`config.mk`:
```
export PLATFORM = sky130hd
export DESIGN_NAME = omux_sync
export DESIGN_NICKNAME = d
export VERILOG_FILES = /design/src/rtl/omux_sync.sv
export SDC_FILE = /design/constraint.sdc
export NUM_CORES = 1
export LEC_CHECK = 0
export ABC_AREA = 1
export CELL_PAD_IN_SITES_DETAIL_PLACEMENT = 1
export CELL_PAD_IN_SITES_GLOBAL_PLACEMENT = 1
export CORE_AREA = 2 2 39 41
export CTS_CLUSTER_SIZE = 16
export DETAILED_ROUTE_END_ITERATION = 7
export DIE_AREA = 0 0 41 43
export HOLD_SLACK_MARGIN = 0.06
export PLACE_DENSITY = 0.65
export SLEW_MARGIN = 20
export SYNTH_ARGS = -nofsm -noshare
export SYNTH_HDL_FRONTEND = slang
export SYNTH_SLANG_ARGS = --single-unit
```
`constraint.sdc`:
```
create_clock -name clk -period 1.7 [get_ports clk]
set_input_delay 0.34 -clock clk [delete_from_list [all_inputs] [get_ports clk]]
set_output_delay 0.34 -clock clk [all_outputs]
set_load 0.03 [all_outputs]
```
`src/rtl/omux_sync.sv`:
```
// Run-time output select for the LUT/FF cell pair. A select change goes through
// a ready/valid handshake and a fixed hold window, so the output never glitches.
module omux_sync #(
  parameter int WIDTH           = 1,
  parameter int NUM_INPUTS      = 2,
  parameter int DEFAULT_SEL     = 0,
  parameter int HOLD_CYCLES     = 1,
  parameter int REGISTER_OUTPUT = 1,
  localparam int SELW           = (NUM_INPUTS > 2) ? $clog2(NUM_INPUTS) : 1
) (
  input  logic                        clk,
  input  logic                        rst,
  input  logic [NUM_INPUTS*WIDTH-1:0] in,
  input  logic [SELW-1:0]             sel_req,
  input  logic                        sel_valid,
  output logic                        sel_ready,
  output logic [SELW-1:0]             cur_sel,
  output logic [WIDTH-1:0]            out,
  output logic                        switching,
  output logic                        sel_err
);

  localparam int CNTW = (HOLD_CYCLES > 1) ? $clog2(HOLD_CYCLES + 1) : 1;
  localparam logic [CNTW-1:0] HOLD_CNT = CNTW'(HOLD_CYCLES);
  localparam logic [CNTW-1:0] CNT_ONE  = CNTW'(1);
  localparam logic [SELW-1:0] DEF_SEL  = SELW'(DEFAULT_SEL);
  localparam logic [SELW:0]   NUM_W    = (SELW + 1)'(NUM_INPUTS);

  if (HOLD_CYCLES < 1) begin : g_bad_hold
    $error("omux_sync: HOLD_CYCLES must be at least 1");
  end
  if (NUM_INPUTS < 2) begin : g_bad_num
    $error("omux_sync: NUM_INPUTS must be at least 2");
  end
  if (WIDTH < 1) begin : g_bad_width
    $error("omux_sync: WIDTH must be at least 1");
  end
  if (DEFAULT_SEL >= NUM_INPUTS || DEFAULT_SEL < 0) begin : g_bad_def
    $error("omux_sync: DEFAULT_SEL out of range");
  end

  typedef enum logic {
    ACTIVE = 1'b0,
    HOLD   = 1'b1
  } state_t;

  state_t           state_reg, state_next;
  logic [SELW-1:0]  cur_sel_reg, cur_sel_next;
  logic [SELW-1:0]  pending_reg, pending_next;
  logic [CNTW-1:0]  cnt_reg, cnt_next;
  logic [WIDTH-1:0] hold_reg, hold_next;
  logic             sel_err_reg, sel_err_next;

  logic [WIDTH-1:0] chan [NUM_INPUTS];
  logic [WIDTH-1:0] cur_data;
  logic             accept;
  logic             req_in_range;

  for (genvar gi = 0; gi < NUM_INPUTS; gi++) begin : g_chan
    assign chan[gi] = in[gi*WIDTH +: WIDTH];
  end

  assign cur_data     = chan[cur_sel_reg];
  assign sel_ready    = (state_reg == ACTIVE) && !rst;
  assign accept       = sel_valid && sel_ready;
  assign req_in_range = {1'b0, sel_req} < NUM_W;

  always_comb begin
    state_next   = state_reg;
    cur_sel_next = cur_sel_reg;
    pending_next = pending_reg;
    cnt_next     = cnt_reg;
    hold_next    = hold_reg;
    sel_err_next = 1'b0;
    case (state_reg)
      ACTIVE: begin
        hold_next = cur_data;
        if (accept) begin
          if (!req_in_range) begin
            sel_err_next = 1'b1;
          end else if (sel_req != cur_sel_reg) begin
            pending_next = sel_req;
            cnt_next     = HOLD_CNT;
            state_next   = HOLD;
          end
        end
      end
      HOLD: begin
        // Requests arriving here are ignored, not queued.
        if (cnt_reg == CNT_ONE) begin
          cur_sel_next = pending_reg;
          state_next   = ACTIVE;
        end else begin
          cnt_next = cnt_reg - CNT_ONE;
        end
      end
    endcase
  end

  always_ff @(posedge clk) begin
    if (rst) begin
      state_reg   <= ACTIVE;
      cur_sel_reg <= DEF_SEL;
      pending_reg <= DEF_SEL;
      cnt_reg     <= '0;
      hold_reg    <= '0;
      sel_err_reg <= 1'b0;
    end else begin
      state_reg   <= state_next;
      cur_sel_reg <= cur_sel_next;
      pending_reg <= pending_next;
      cnt_reg     <= cnt_next;
      hold_reg    <= hold_next;
      sel_err_reg <= sel_err_next;
    end
  end

  if (REGISTER_OUTPUT != 0) begin : g_reg_out
    logic [WIDTH-1:0] out_reg;
    // In HOLD the register simply re-loads the frozen value.
    always_ff @(posedge clk) begin
      if (rst) begin
        out_reg <= '0;
      end else begin
        out_reg <= (state_reg == ACTIVE) ? cur_data : hold_reg;
      end
    end
    assign out = out_reg;
  end else begin : g_comb_out
    assign out = (state_reg == ACTIVE) ? cur_data : hold_reg;
  end

  assign cur_sel   = cur_sel_reg;
  assign switching = (state_reg == HOLD);
  assign sel_err   = sel_err_reg;

endmodule

```
==> out/metrics.cfg <==
[run_status]
status=finished, final reports clean

[floorplanning]
die-height_um=43
start_util=0.166
fp.coreArea_um2=1380
dieWidth_um=41
ios=11
rows=14
die-area_um2=1760

[clocking]
cts.sinks=5
root_buffer=clkbuf_4
tritoncts=done
htreeDepth=1
cts-buffers-inserted=3
cts_max_path_buffers=2
cts_setup_buffers=0
clk_latency_ns=0.24
path_clk_slew_ns=0.05

[sta]
whs_ns=0.458
setup_viol=0
fin_setup_tns_ns=0
fmax_mhz=640
min_period_over_period=0.920
finalClockSkew_ns=0.00577
drv_slew=0
hold_viol_final=0
grt_setup_unrepaired=no
fin_crit_ns=1.56

[detailed_routing]
drt-total-wl_um=525
drc=0
via_count=237
first_pass_iters=2
vias_per_cell=3.76
postRouteAntennaNets=0
drt-initial-drc-count=6
wire_per_inst_um=8.33

[critical_path]
arrival_ns=1.22
crit_family=buffers and inverters
cp-start-kind=register
crit_path_end_kind=output port
slowest_delay_ns=0.66
path_cells=clkdlybuf4s50_1
path_buf_inv=1
cp_max_fo=2
required_ns=1.36
crit_type=reg2out
crit_slowest_cell=clkdlybuf4s50_1

[global_routing]
grt_max_degree=5
gr-total-overflow=0
grt_pass1_vias=269
antenna_found_initial=0
grt_pass1_wl_um=917
grt_usage=0.0773

[yosys]
ys_types=14
synth_cells=33
yosysSeqAreaShare=0.435
avgSynthCellArea_um2=6.98
synth_nets=39
ys_warn_count=0
synthesis.area_um2=230
ys_ff_latch=5

[final_layout]
final_cell_area_um2=374
layout_common_cells=7 x clkdlybuf4s50_1, 5 x nand2_1, 5 x dfxtp_1, 4 x a21oi_1
final_cell_count_no_fill=63
layout_commonest_cell=clkdlybuf4s50_1
multi_input_area_um2=100
drive_gt1_frac=0.255
post-route-util=0.270
fin_nets=54
ff_latch_area_um2=100
diodes=0
num-fill-cells=177
area_growth_syn_to_layout_pct=62.5

[place]
hpwl_um=447
port_buffers=9
dp.cells=59
gp_congestion=0.645
dpl_cell_area_um2=345

[pwr]
vdd_drop_max_uv=281
power_density_nw_per_um2=875
p_leak_nw=0.178

[flow_run]
maxCapViolCount=0

[worst_hold_path]
hold_class=reg2reg

[layout make-up]
type,count,share of cell area
Inverter,6,0.0602
Multi-Input combinational cell,21,0.268
Tap cell,16,0.0535
Clock buffer,4,0.0702
Sequential cell,5,0.268
Timing Repair Buffer,11,0.281
[metrics by stage]
step	setup WS, ns	power [mW]
final	0.137	0.327
after global routing	0.0843	0.350
after CTS	0.0121	0.334
after detailed placement	0.187	0.193
after global placement	0.189	0.193
after floorplan	0.548	0.165
[power breakdown]
group          internal [mW]  total [mW]  leakage, nW  switching [mW]
logic                 0.0293      0.0617        0.122          0.0323
clock network         0.0887       0.137       0.0150          0.0484
registers              0.125       0.129       0.0410         0.00384
[worst paths after layout]
check                    from           to  slack, ns  cells after the start
setup reg to reg    switching  pending_reg       0.75                      7
setup / recovery          out          out       0.14                      1
hold reg to reg   pending_reg  pending_reg       0.46                      2
hold / removal    pending_reg  pending_reg       0.46                      2
[cell usage after synthesis]
library cell  n  area (um2)
or2_1         1        6.26
nand3_1       2        10.0
nor2_2        1        6.26
inv_1         3        11.3
dfxtp_1       5         100
nand2_1       5        18.8
o21ai_1       1        5.00
nor2_1        2        7.51
inv_2         3        11.3
conb_1        1        3.75
nand2_2       2        12.5
a21oi_1       4        20.0
o21ai_0       2        10.0
buf_4         1        7.51
[timing repair]
| item | in CTS | in global routing |
|---|---|---|
| hold buffers | 0 | 0 |
| resized for setup | 0 | 1 |
| endpoints found under the setup margin | 0 | 1 |
[cell families after synthesis]
logic type | after synthesis | share of synthesized area
other | 1 | 0.0163
DFF | 5 | 0.435
and+or+nand+nor | 13 | 0.266
buffers and inverters | 7 | 0.130
AOI/OAI and AO/OA | 7 | 0.152
[metal layers]
metal / GRT usage / part of all wire / vias to the layer above
met5: 0 / 0 / -
li1: - / - / 128
met2: 0.128 / 0.57 / 5
met1: 0.0772 / 0.37 / 104
met3: 0.0314 / 0.053 / 0
met4: 0.0400 / 0 / 0
(Power assumes the default switching activity.)
